**config.mk**
```make
export PLATFORM = sky130hd
export DESIGN_NAME = operand_read_stage_flat
export DESIGN_NICKNAME = d
export VERILOG_FILES = /design/src/rtl/operand_read_stage_pkg.sv /design/src/rtl/operand_read_stage_if.sv /design/src/rtl/operand_read_stage_scoreboard.sv /design/src/rtl/operand_read_stage.sv /design/src/flat_wrapper.sv
export SDC_FILE = /design/constraint.sdc
export NUM_CORES = 1
export LEC_CHECK = 0
export BUFFER_PORTS_ARGS = -buffer_cell sky130_fd_sc_hd__clkbuf_2
export CORE_MARGIN = 3
export CORE_UTILIZATION = 50
export CTS_CLUSTER_SIZE = 40
export DETAILED_ROUTE_END_ITERATION = 10
export GPL_ROUTABILITY_DRIVEN = 0
export GPL_TIMING_DRIVEN = 0
export PLACE_DENSITY_LB_ADDON = 0.12
export RECOVER_POWER = 25
export SETUP_SLACK_MARGIN = 0.02
export SLEW_MARGIN = 40
export SYNTH_ARGS = -nofsm -noshare
export SYNTH_HDL_FRONTEND = slang
export SYNTH_SLANG_ARGS = --single-unit
```
**constraint.sdc**
```tcl
create_clock -name clk -period 3.6 [get_ports clk]
set_clock_uncertainty 0.15 [all_clocks]
set_input_delay 0.18 -clock clk [delete_from_list [all_inputs] [get_ports clk]]
set_output_delay 0.18 -clock clk [all_outputs]
set_load 0.05 [all_outputs]
```
**src/rtl/operand_read_stage_pkg.sv**
```systemverilog
// Shared decode helpers and operand bundle type for the operand read stage.
// Field positions follow the core's instruction format (rd/ra/rb at 25/20/15).
package operand_read_stage_pkg;
  localparam int ADDR_WIDTH = 30;
  localparam int INSN_WIDTH = 32;
  localparam int DATA_WIDTH = 32;
  localparam int NREGS      = 32;
  localparam int REG_W      = $clog2(NREGS);

  typedef logic [REG_W-1:0] RegId;

  typedef struct packed {
    logic [ADDR_WIDTH-1:0] addr;
    logic [INSN_WIDTH-1:0] insn;
    RegId                  rd;
    logic [DATA_WIDTH-1:0] opa;
    logic [DATA_WIDTH-1:0] opb;
    logic                  writes_rd;
  } OperandBundle;

  function automatic RegId get_rd(input logic [INSN_WIDTH-1:0] insn);
    return insn[21 +: REG_W];
  endfunction

  function automatic RegId get_ra(input logic [INSN_WIDTH-1:0] insn);
    return insn[16 +: REG_W];
  endfunction

  function automatic RegId get_rb(input logic [INSN_WIDTH-1:0] insn);
    return insn[11 +: REG_W];
  endfunction

  // r0 is hardwired zero; otherwise same-cycle write-back beats the register file.
  function automatic logic [DATA_WIDTH-1:0] bypass_sel(
    input RegId src, input logic [DATA_WIDTH-1:0] rf_data,
    input logic wb_valid, input RegId wb_reg, input logic [DATA_WIDTH-1:0] wb_data);
    if (src == '0) return '0;
    if (wb_valid && wb_reg == src) return wb_data;
    return rf_data;
  endfunction
endpackage

```
**src/rtl/operand_read_stage_if.sv**
```systemverilog
// Decode/regfile/write-back/execute bus seen by the operand read stage.
interface operand_read_stage_if;
  import operand_read_stage_pkg::*;

  logic                  in_valid;
  logic                  in_ready;
  logic [ADDR_WIDTH-1:0] in_addr;
  logic [INSN_WIDTH-1:0] in_insn;
  logic                  in_uses_ra;
  logic                  in_uses_rb;
  logic                  in_writes_rd;
  RegId                  rf_raddr_a;
  RegId                  rf_raddr_b;
  logic [DATA_WIDTH-1:0] rf_rdata_a;
  logic [DATA_WIDTH-1:0] rf_rdata_b;
  logic                  wb_valid;
  RegId                  wb_reg;
  logic [DATA_WIDTH-1:0] wb_data;
  logic                  out_valid;
  logic                  out_ready;
  OperandBundle          out_b;

  modport slave (
    input  in_valid, in_addr, in_insn, in_uses_ra, in_uses_rb, in_writes_rd,
    input  rf_rdata_a, rf_rdata_b, wb_valid, wb_reg, wb_data, out_ready,
    output in_ready, rf_raddr_a, rf_raddr_b, out_valid, out_b
  );

  modport master (
    output in_valid, in_addr, in_insn, in_uses_ra, in_uses_rb, in_writes_rd,
    output rf_rdata_a, rf_rdata_b, wb_valid, wb_reg, wb_data, out_ready,
    input  in_ready, rf_raddr_a, rf_raddr_b, out_valid, out_b
  );
endinterface

```
**src/rtl/operand_read_stage_scoreboard.sv**
```systemverilog
// Pending-destination scoreboard: busy bit per register, write-back aware lookups,
// sticky error on write-back to a register nobody was waiting for.
module operand_read_stage_scoreboard
  import operand_read_stage_pkg::*;
(
  input  logic clk,
  input  logic rst_n,
  input  logic flush_i,
  input  logic set_en_i,
  input  RegId set_reg_i,
  input  logic wb_valid_i,
  input  RegId wb_reg_i,
  input  RegId qa_i,
  input  RegId qb_i,
  input  RegId qd_i,
  output logic busy_a_o,
  output logic busy_b_o,
  output logic busy_d_o,
  output logic sb_err_o
);
  logic [NREGS-1:0] busy_q, busy_d;
  logic             sb_err_q, sb_err_d;
  logic             wb_live;

  // A register being written back this cycle no longer blocks a reader.
  assign busy_a_o = busy_q[qa_i] & ~(wb_valid_i & (wb_reg_i == qa_i));
  assign busy_b_o = busy_q[qb_i] & ~(wb_valid_i & (wb_reg_i == qb_i));
  assign busy_d_o = busy_q[qd_i] & ~(wb_valid_i & (wb_reg_i == qd_i));
  assign sb_err_o = sb_err_q;

  assign wb_live = wb_valid_i & (wb_reg_i != '0) & ~flush_i;

  always_comb begin
    busy_d   = busy_q;
    sb_err_d = sb_err_q;
    if (flush_i) begin
      busy_d = '0;
    end else begin
      if (wb_live) begin
        if (busy_q[wb_reg_i]) busy_d[wb_reg_i] = 1'b0;
        else                  sb_err_d         = 1'b1;
      end
      // Applied after the clear so a new producer of the same register wins.
      if (set_en_i) busy_d[set_reg_i] = 1'b1;
    end
  end

  always_ff @(posedge clk or negedge rst_n) begin
    if (!rst_n) begin
      busy_q   <= '0;
      sb_err_q <= 1'b0;
    end else begin
      busy_q   <= busy_d;
      sb_err_q <= sb_err_d;
    end
  end
endmodule

```
**src/rtl/operand_read_stage.sv**
```systemverilog
// Operand read stage: regfile read with write-back bypass, scoreboard hazard
// stall, registered operand bundle toward execute, saturating stall counter.
module operand_read_stage
  import operand_read_stage_pkg::*;
#(
  parameter int CNT_WIDTH = 16
) (
  input  logic                 clk,
  input  logic                 rst_n,
  input  logic                 flush_i,
  operand_read_stage_if.slave  bus,
  output logic [CNT_WIDTH-1:0] stall_cnt_o,
  output logic                 sb_err_o
);
  RegId                  ra, rb, rd;
  logic [DATA_WIDTH-1:0] opa, opb;
  logic                  busy_a, busy_b, busy_d;
  logic                  hazard, fire, set_en;
  logic                  out_valid_q, out_valid_d;
  OperandBundle          out_q, out_d;
  logic [CNT_WIDTH-1:0]  cnt_q, cnt_d;

  assign ra = get_ra(bus.in_insn);
  assign rb = get_rb(bus.in_insn);
  assign rd = get_rd(bus.in_insn);
  assign bus.rf_raddr_a = ra;
  assign bus.rf_raddr_b = rb;

  assign opa = bus.in_uses_ra ? bypass_sel(ra, bus.rf_rdata_a, bus.wb_valid, bus.wb_reg, bus.wb_data) : '0;
  assign opb = bus.in_uses_rb ? bypass_sel(rb, bus.rf_rdata_b, bus.wb_valid, bus.wb_reg, bus.wb_data) : '0;

  assign hazard = bus.in_valid & ((bus.in_uses_ra & busy_a) | (bus.in_uses_rb & busy_b) |
                                  (bus.in_writes_rd & busy_d));
  assign bus.in_ready = rst_n & ~hazard & (~out_valid_q | bus.out_ready) & ~flush_i;
  assign fire   = bus.in_valid & bus.in_ready;
  assign set_en = fire & bus.in_writes_rd & (rd != '0);

  operand_read_stage_scoreboard u_sb (
    .clk        (clk),
    .rst_n      (rst_n),
    .flush_i    (flush_i),
    .set_en_i   (set_en),
    .set_reg_i  (rd),
    .wb_valid_i (bus.wb_valid),
    .wb_reg_i   (bus.wb_reg),
    .qa_i       (ra),
    .qb_i       (rb),
    .qd_i       (rd),
    .busy_a_o   (busy_a),
    .busy_b_o   (busy_b),
    .busy_d_o   (busy_d),
    .sb_err_o   (sb_err_o)
  );

  always_comb begin
    out_valid_d = out_valid_q;
    out_d       = out_q;
    cnt_d       = cnt_q;
    if (flush_i) begin
      out_valid_d = 1'b0;
    end else if (fire) begin
      out_valid_d     = 1'b1;
      out_d.addr      = bus.in_addr;
      out_d.insn      = bus.in_insn;
      out_d.rd        = rd;
      out_d.opa       = opa;
      out_d.opb       = opb;
      out_d.writes_rd = bus.in_writes_rd;
    end else if (bus.out_ready) begin
      out_valid_d = 1'b0;
    end
    if (hazard & ~flush_i & ~&cnt_q) cnt_d = cnt_q + CNT_WIDTH'(1);
  end

  always_ff @(posedge clk or negedge rst_n) begin
    if (!rst_n) begin
      out_valid_q <= 1'b0;
      out_q       <= '0;
      cnt_q       <= '0;
    end else begin
      out_valid_q <= out_valid_d;
      out_q       <= out_d;
      cnt_q       <= cnt_d;
    end
  end

  assign bus.out_valid = out_valid_q;
  assign bus.out_b     = out_q;
  assign stall_cnt_o   = cnt_q;
endmodule

```
**src/flat_wrapper.sv**
```systemverilog
// flat-port wrapper written by rule: the top's interface ports become plain ports
module operand_read_stage_flat import operand_read_stage_pkg::*;
#(
  parameter int CNT_WIDTH = 16
)
  (clk, rst_n, flush_i, stall_cnt_o, sb_err_o, bus_in_valid, bus_in_addr, bus_in_insn, bus_in_uses_ra, bus_in_uses_rb, bus_in_writes_rd, bus_rf_rdata_a, bus_rf_rdata_b, bus_wb_valid, bus_wb_reg, bus_wb_data, bus_out_ready, bus_in_ready, bus_rf_raddr_a, bus_rf_raddr_b, bus_out_valid, bus_out_b);
  operand_read_stage_if bus_i ();
  input  logic clk;
  input  logic rst_n;
  input  logic flush_i;
  output logic [CNT_WIDTH-1:0] stall_cnt_o;
  output logic sb_err_o;
  input wire logic [$bits(bus_i.in_valid)-1:0] bus_in_valid;
  input wire logic [$bits(bus_i.in_addr)-1:0] bus_in_addr;
  input wire logic [$bits(bus_i.in_insn)-1:0] bus_in_insn;
  input wire logic [$bits(bus_i.in_uses_ra)-1:0] bus_in_uses_ra;
  input wire logic [$bits(bus_i.in_uses_rb)-1:0] bus_in_uses_rb;
  input wire logic [$bits(bus_i.in_writes_rd)-1:0] bus_in_writes_rd;
  input wire logic [$bits(bus_i.rf_rdata_a)-1:0] bus_rf_rdata_a;
  input wire logic [$bits(bus_i.rf_rdata_b)-1:0] bus_rf_rdata_b;
  input wire logic [$bits(bus_i.wb_valid)-1:0] bus_wb_valid;
  input wire logic [$bits(bus_i.wb_reg)-1:0] bus_wb_reg;
  input wire logic [$bits(bus_i.wb_data)-1:0] bus_wb_data;
  input wire logic [$bits(bus_i.out_ready)-1:0] bus_out_ready;
  output wire logic [$bits(bus_i.in_ready)-1:0] bus_in_ready;
  output wire logic [$bits(bus_i.rf_raddr_a)-1:0] bus_rf_raddr_a;
  output wire logic [$bits(bus_i.rf_raddr_b)-1:0] bus_rf_raddr_b;
  output wire logic [$bits(bus_i.out_valid)-1:0] bus_out_valid;
  output wire logic [$bits(bus_i.out_b)-1:0] bus_out_b;
  assign bus_i.in_valid = bus_in_valid;
  assign bus_i.in_addr = bus_in_addr;
  assign bus_i.in_insn = bus_in_insn;
  assign bus_i.in_uses_ra = bus_in_uses_ra;
  assign bus_i.in_uses_rb = bus_in_uses_rb;
  assign bus_i.in_writes_rd = bus_in_writes_rd;
  assign bus_i.rf_rdata_a = bus_rf_rdata_a;
  assign bus_i.rf_rdata_b = bus_rf_rdata_b;
  assign bus_i.wb_valid = bus_wb_valid;
  assign bus_i.wb_reg = bus_wb_reg;
  assign bus_i.wb_data = bus_wb_data;
  assign bus_i.out_ready = bus_out_ready;
  assign bus_in_ready = bus_i.in_ready;
  assign bus_rf_raddr_a = bus_i.rf_raddr_a;
  assign bus_rf_raddr_b = bus_i.rf_raddr_b;
  assign bus_out_valid = bus_i.out_valid;
  assign bus_out_b = bus_i.out_b;
  operand_read_stage #(.CNT_WIDTH(CNT_WIDTH)) u_core (.clk(clk), .rst_n(rst_n), .flush_i(flush_i), .bus(bus_i), .stall_cnt_o(stall_cnt_o), .sb_err_o(sb_err_o));
endmodule
```
# Yosys cells after proc, flatten, opt, wreduce, memory -nomap -nowiden
# Index checks and enable logic that the tools add are counted.
# word_totals
reg_bits	182
in_bits	172
elab_cells	102
output_inout_bits	161
# classes
n_reduce_logical	13
n_mux	36
bitwise	33
eq_ne	3
n_addsub	1
n_lt_le_gt_ge	6
# ops
operator	count
two-way mux 32 bit	15
bitwise AND 32 bit	1
inverter 32 bit	1
bitwise OR 32 bit	1
less-than comparator 5 x 6 -> 1 bit (second input constant)	4
bitwise AND 1 bit	20
binary-select mux 1 bit (select 5 bit)	4
adder 16 x 1 -> 16 bit (second input constant)	1
AND reduction 16 bit	1
== test 5 bit	3
two-way mux 1 bit	15
demux 1 bit (select 5 bit)	2
>= comparator 5 x 1 -> 1 bit (second input constant)	2
zero test 5 bit	2
nonzero test 5 bit	2
inverter 1 bit	7
logical AND 1 bit	4
bitwise OR 1 bit	3
AND reduction 3 bit	1
nonzero test 3 bit	1
AND reduction 2 bit	1
zero test 1 bit	1

# Logic depth before layout (Yosys ltp)
# depth
ltp_word	17
depth_mapped	14

# Modules after synthesis
# From an unflattened synthesis, not the netlist that was laid out.
# unflattened
hier_cells	981
area_unflattened_um2	9510.4
# by_module_without_submodules
module	cells_per_inst	instances	area_each_um2	seq_area_each_um2
operand_read_stage	700	1	6563.8	3603.5
operand_read_stage_scoreboard	281	1	2946.6	825.8

# Least setup slack after synthesis
# Ideal clock, no wire load.
# synth_timing
path_kind	flip-flop to output port
from	reg u_core.u_sb.busy_q[15]
to	out bus_in_ready
n_path_buf	0
path_stages_with_launch	8
path_slack_ns	0.383
t_arrival_ns	2.887
cell_sequence	dfrtp_1 mux4_2 a22o_1 nor4b_2 nor4b_1 a31oi_2 nand2_1 a211oi_1
# synth_via
elab_chain_cells	11
elab_cells_between_ends	19
cone_classes	mux: 6; bitwise: 13
# synth_rtl
element	line_no	source
start: declaration	operand_read_stage_scoreboard.sv:21	logic [NREGS-1:0] busy_q, busy_d;
start signal: assignment	operand_read_stage_scoreboard.sv:53	busy_q <= busy_d;
binary-select mux 1 bit (select 5 bit), on equally long branches	operand_read_stage_scoreboard.sv:26, operand_read_stage_scoreboard.sv:27	
two-way mux 1 bit, on equally long branches	operand_read_stage_scoreboard.sv:26, operand_read_stage_scoreboard.sv:27	
bitwise AND 1 bit, on equally long branches	operand_read_stage_scoreboard.sv:26, operand_read_stage_scoreboard.sv:27	
bitwise AND 1 bit	operand_read_stage.sv:32	assign hazard = bus.in_valid & ((bus.in_uses_ra & busy_a) | (bus.in_uses_rb & busy_b) |
bitwise OR 1 bit	operand_read_stage.sv:32	
bitwise OR 1 bit (*)	operand_read_stage.sv:32	
bitwise AND 1 bit (*)	operand_read_stage.sv:32	
inverter 1 bit (*)	operand_read_stage.sv:34	assign bus.in_ready = rst_n & ~hazard & (~out_valid_q | bus.out_ready) & ~flush_i;
bitwise AND 1 bit (*) (3 in series)	operand_read_stage.sv:34	
end: declaration	flat_wrapper.sv:25	output wire logic [$bits(bus_i.in_ready)-1:0] bus_in_ready;
# Every way passes the cells marked *; elsewhere a longest branch is shown, timed or not. The select of a mux whose other input is x is not followed.

# Final worst setup path
# layout_timing
from	reg u_core.u_sb.busy_q[30]
to	reg u_core.out_q, in the netlist u_core.bus.out_b[33]
# layout_via
elab_chain_cells	13
elab_cells_between_ends	21
cone_classes	mux: 6; bitwise: 14; reduce/logical: 1
# layout_rtl
element	line_no	source
binary-select mux 1 bit (select 5 bit), on equally long branches	operand_read_stage_scoreboard.sv:26, operand_read_stage_scoreboard.sv:27	
two-way mux 1 bit, on equally long branches	operand_read_stage_scoreboard.sv:26, operand_read_stage_scoreboard.sv:27	
bitwise AND 1 bit, on equally long branches	operand_read_stage_scoreboard.sv:26, operand_read_stage_scoreboard.sv:27	
bitwise AND 1 bit	operand_read_stage.sv:32	
bitwise OR 1 bit	operand_read_stage.sv:32	
bitwise OR 1 bit (*)	operand_read_stage.sv:32	
bitwise AND 1 bit (*)	operand_read_stage.sv:32	
inverter 1 bit (*)	operand_read_stage.sv:34	
bitwise AND 1 bit (*) (3 in series)	operand_read_stage.sv:34	
bitwise AND 1 bit (*)	operand_read_stage.sv:35	assign fire = bus.in_valid & bus.in_ready;
AND reduction 2 bit (no source line) (*)	--	
end signal: assignment	operand_read_stage.sv:82	out_q <= out_d;
end: declaration	operand_read_stage.sv:20	OperandBundle out_q, out_d;
# Marked as above.
# A chain may end at the register's enable or synchronous reset.

==> impl_results.md <==
* Number of synthesized register bits at 177
* Placed cells at 1353
* Sequence of cells on the critical path: mux4_2, a22o_1, a211oi_1, nor4b_2, a31oi_2, nand3b_1, buf_2, buf_2, clkbuf_1, o31ai_1
* Clock Sink Count at 177
* Largest buffer count on any clock path at 2
* Max-cap violations at 0
* Pint at 4200 uW
* Reg clk slew, reported paths at 0.08 ns
* Root Buffer: clkbuf_16
* Status: complete, but fails checks
* Routed WL per cell at 23.12 um
* Commonest non-fill, non-tap cells in the layout: 309 x clkbuf_2, 180 x dlygate4sd3_1, 177 x dfrtp_1
* Worst-Margin Slew at 0.7435 ns
* Worst hold-check path type: primary input to flop
* Core area at 17660 um^2
* Net Switching at 2917 uW
* Async SR Flop Fraction at 100.0%
* Seq pwr share at 35.4%
* Crit path capture type: flop
* Total length of routed met2 wires at 17.83 mm
* Post-synth EDFFs at 0
* Post-Syn Area per Cell at 11.40 um^2
* H-tree depth at 4
* Failing checks: negative hold slack
* Max-slew violations at 0
* Iter 0 DRT Violations at 701
* Commonest non-fill, non-tap cell in the layout: clkbuf_2
* Synth Net Count at 979
* PnR worst setup slack at 0.1172 ns
* Slowest stage cell on the critical path: mux4_2
* DP HPWL at 23.14 mm
* Share of cells above drive strength 1 at 35.62%
* Relative slew slack at 50.43%
* Most used cell along the critical path: buf_2
* Synth Cell Area at 9191 um^2
* Vias in the first global route at 9585
* Placed Instance Area at 11140 um^2
* Switching share of total power at 40.99%
* Die Area at 20040 um^2
* Synth Flop Type: dfrtp_1
* Crit Path Class: flop to flop
* Layout Nets at 1499
* Layout area overhead at 47.67%
* Starting density of the core at 52.05%
* Fin cells at 1566
* TritonCTS clock tree: yes
* Hold Fails Final Rpt at 1
* Chip height at 141.6 um
* CTS Buf Count at 17
* Synth cell types at 44
* Initial antenna violation count at 2
* Gr usage total at 35.60%
* Crit Path Max Fanout at 10
* M1 wire length at 12.77 mm
* Met3 wire length at 3.561 mm
* Max Freq at 287.1 MHz
* Post-route DRC at 0
* Finish-stage setup viols at 0
* Fin Hold WS at -0.003947 ns
* Worst slack, placed at -0.05715 ns
* Die W at 141.6 um
* Synthesized instance count at 806
* Post-Layout Inst Area at 13570 um^2
* Highest routed metal layer: met4
* DRT antenna net count at 0
* DR vias/cell at 5.903
* Grt total ovfl at 0
* Logic pwr share at 36.3%
* Sequential-to-total area share from yosys stat at 48.19%
* Setup Buffers After CTS at 0
* Fillers at 1118
* Total number of vias at 9244
* Row cnt at 48
* Critical Path AT at 3.62 ns
* Pwr/cell area at 524.3 nW/um^2
* Final WL at 36.21 mm
* Layout Utilization at 76.87%
* Largest net degree at the start of global routing at 66
* Worst EP required at 3.74 ns
* CP Launch Type: flop
* Clock power frac at 28.3%
* Clk_lat worst skew at 0.43 ns
* Syn. warnings at 0
* Peak supply drop at 0.5374 mV
* Final worst path period share at 96.74%
* Min Tclk post-route at 3.483 ns
* I/O Buffers at 320
* P_leak at 0.006228 uW
* I/O pins at 333
* TritonRoute pass-1 iters at 5
* CP max stage delay at 0.51 ns
* First-pass GRT wire length at 55.12 mm
[routing by layer]
metal	vias to the layer above	GRT usage, %
li1	3972	-
met2	574	59.06
met3	159	10.14
met5	-	0
met1	4539	41.37
met4	0	20.40
[final timing paths]
kind                                                endpoint                             start  slack [ns]  depth (start not counted)
setup / recovery            u_core.bus.out_b[33]$_DFFE_PN0P_  u_core.u_sb.busy_q[30]$_DFF_PN0_        0.12                         10
hold / removal              u_core.bus.out_b[45]$_DFFE_PN0P_                bus_rf_rdata_a[12]      -0.004                          3
setup reg to reg            u_core.bus.out_b[33]$_DFFE_PN0P_  u_core.u_sb.busy_q[30]$_DFF_PN0_        0.12                         10
hold reg to reg             u_core.bus.out_b[13]$_DFFE_PN0P_  u_core.bus.out_b[13]$_DFFE_PN0P_        0.33                          2
max in group asynchronous    u_core.bus.out_b[2]$_DFFE_PN0P_                             rst_n        2.14                          4
min in group asynchronous  u_core.bus.out_b[120]$_DFFE_PN0P_                             rst_n        0.12                          2
[layout make-up]
cell class | count | area, um^2 | area share, %
Buffer | 77 | 389.1 | 2.867
Clock buffer | 18 | 429.2 | 3.162
Tap cell | 225 | 281.5 | 2.074
Antenna cell | 2 | 5.005 | 0.03687
Inverter | 4 | 15.01 | 0.1106
Multi-Input combinational cell | 547 | 4375 | 32.24
Timing Repair Buffer | 502 | 3447 | 25.40
Clock inverter | 14 | 201.4 | 1.484
Sequential cell | 177 | 4429 | 32.63
[logic make-up (layout without fill, tap and decap cells)]
group,Yosys count,count (layout),share of synthesized area (%)
flip-flops,177,177,48.19
AO/OA/AOI/OAI,156,156,10.84
other,0,2,0
XOR/XNOR,28,28,2.668
adder cells (fa/ha/maj),1,1,0.1361
multiplexers,174,174,23.09
buffers and inverters,82,615,4.329
AND/OR/NAND/NOR,188,188,10.75
[sequential cells by signal, indices dropped and copies added, names as in the netlist]
| name | cells |
|---|---|
| u_core.u_sb.busy_q | 32 |
| u_core.bus.out_valid | 1 |
| u_core.u_sb.sb_err_o | 1 |
| u_core.stall_cnt_o | 16 |
| u_core.bus.out_b | 127 |
[critical path: cells and delay by family (launching register included)]
kind / cells / cell delay (ns)
simple gates: 2 / 0.22
mux: 1 / 0.51
compound gates: 4 / 1.27
flops: 1 / 0.46
buf+inv: 3 / 0.72
[power groups by stage]
stage | sequential, uW | combinational (uW) | clock (uW)
floorplan | 3630 | 557 | 0
global route | 2540 | 2690 | 2100
global placement | 2510 | 2340 | 0
CTS | 2490 | 2530 | 2020
finish | 2520 | 2580 | 2010
detailed placement | 2530 | 2360 | 0
[cell usage after synthesis (6+ instances only)]
master / count / area share (%)
nand3b_1: 9 / 0.74
nor2b_1: 38 / 2.6
o31ai_1: 65 / 5.3
mux2_2: 64 / 7.8
buf_2: 21 / 1.1
nand2_1: 81 / 3.3
nand3_1: 13 / 0.71
o22ai_1: 9 / 0.61
nor2_1: 6 / 0.25
o21ai_0: 43 / 2.3
xor2_1: 13 / 1.2
clkbuf_1: 38 / 1.6
nand4_1: 8 / 0.54
dfrtp_1: 177 / 48
o21ai_1: 25 / 1.4
and3_1: 9 / 0.61
mux4_2: 24 / 5.9
xnor2_1: 15 / 1.4
buf_4: 15 / 1.2
mux2i_1: 86 / 9.4
[stage by stage]
step	setup TNS [ns]	total power [uW]	hold slack (ns)
6_report	0	7117	-0.003947
5_1_grt	-0.004273	7333	0.007043
4_1_cts	0	7045	0.01069
3_5_place_dp	-0.4010	4892	0.03848
3_3_place_gp	-455.19	4848	0.2628
2_1_floorplan	0	4191	-0.2656
[timing repair]
action	in CTS	in global routing
setup endpoints to repair	0	87
resized for setup	0	14
hold buffers	179	1
hold endpoints to repair	177	1
Note: power is estimated with default switching activity, not from simulation.
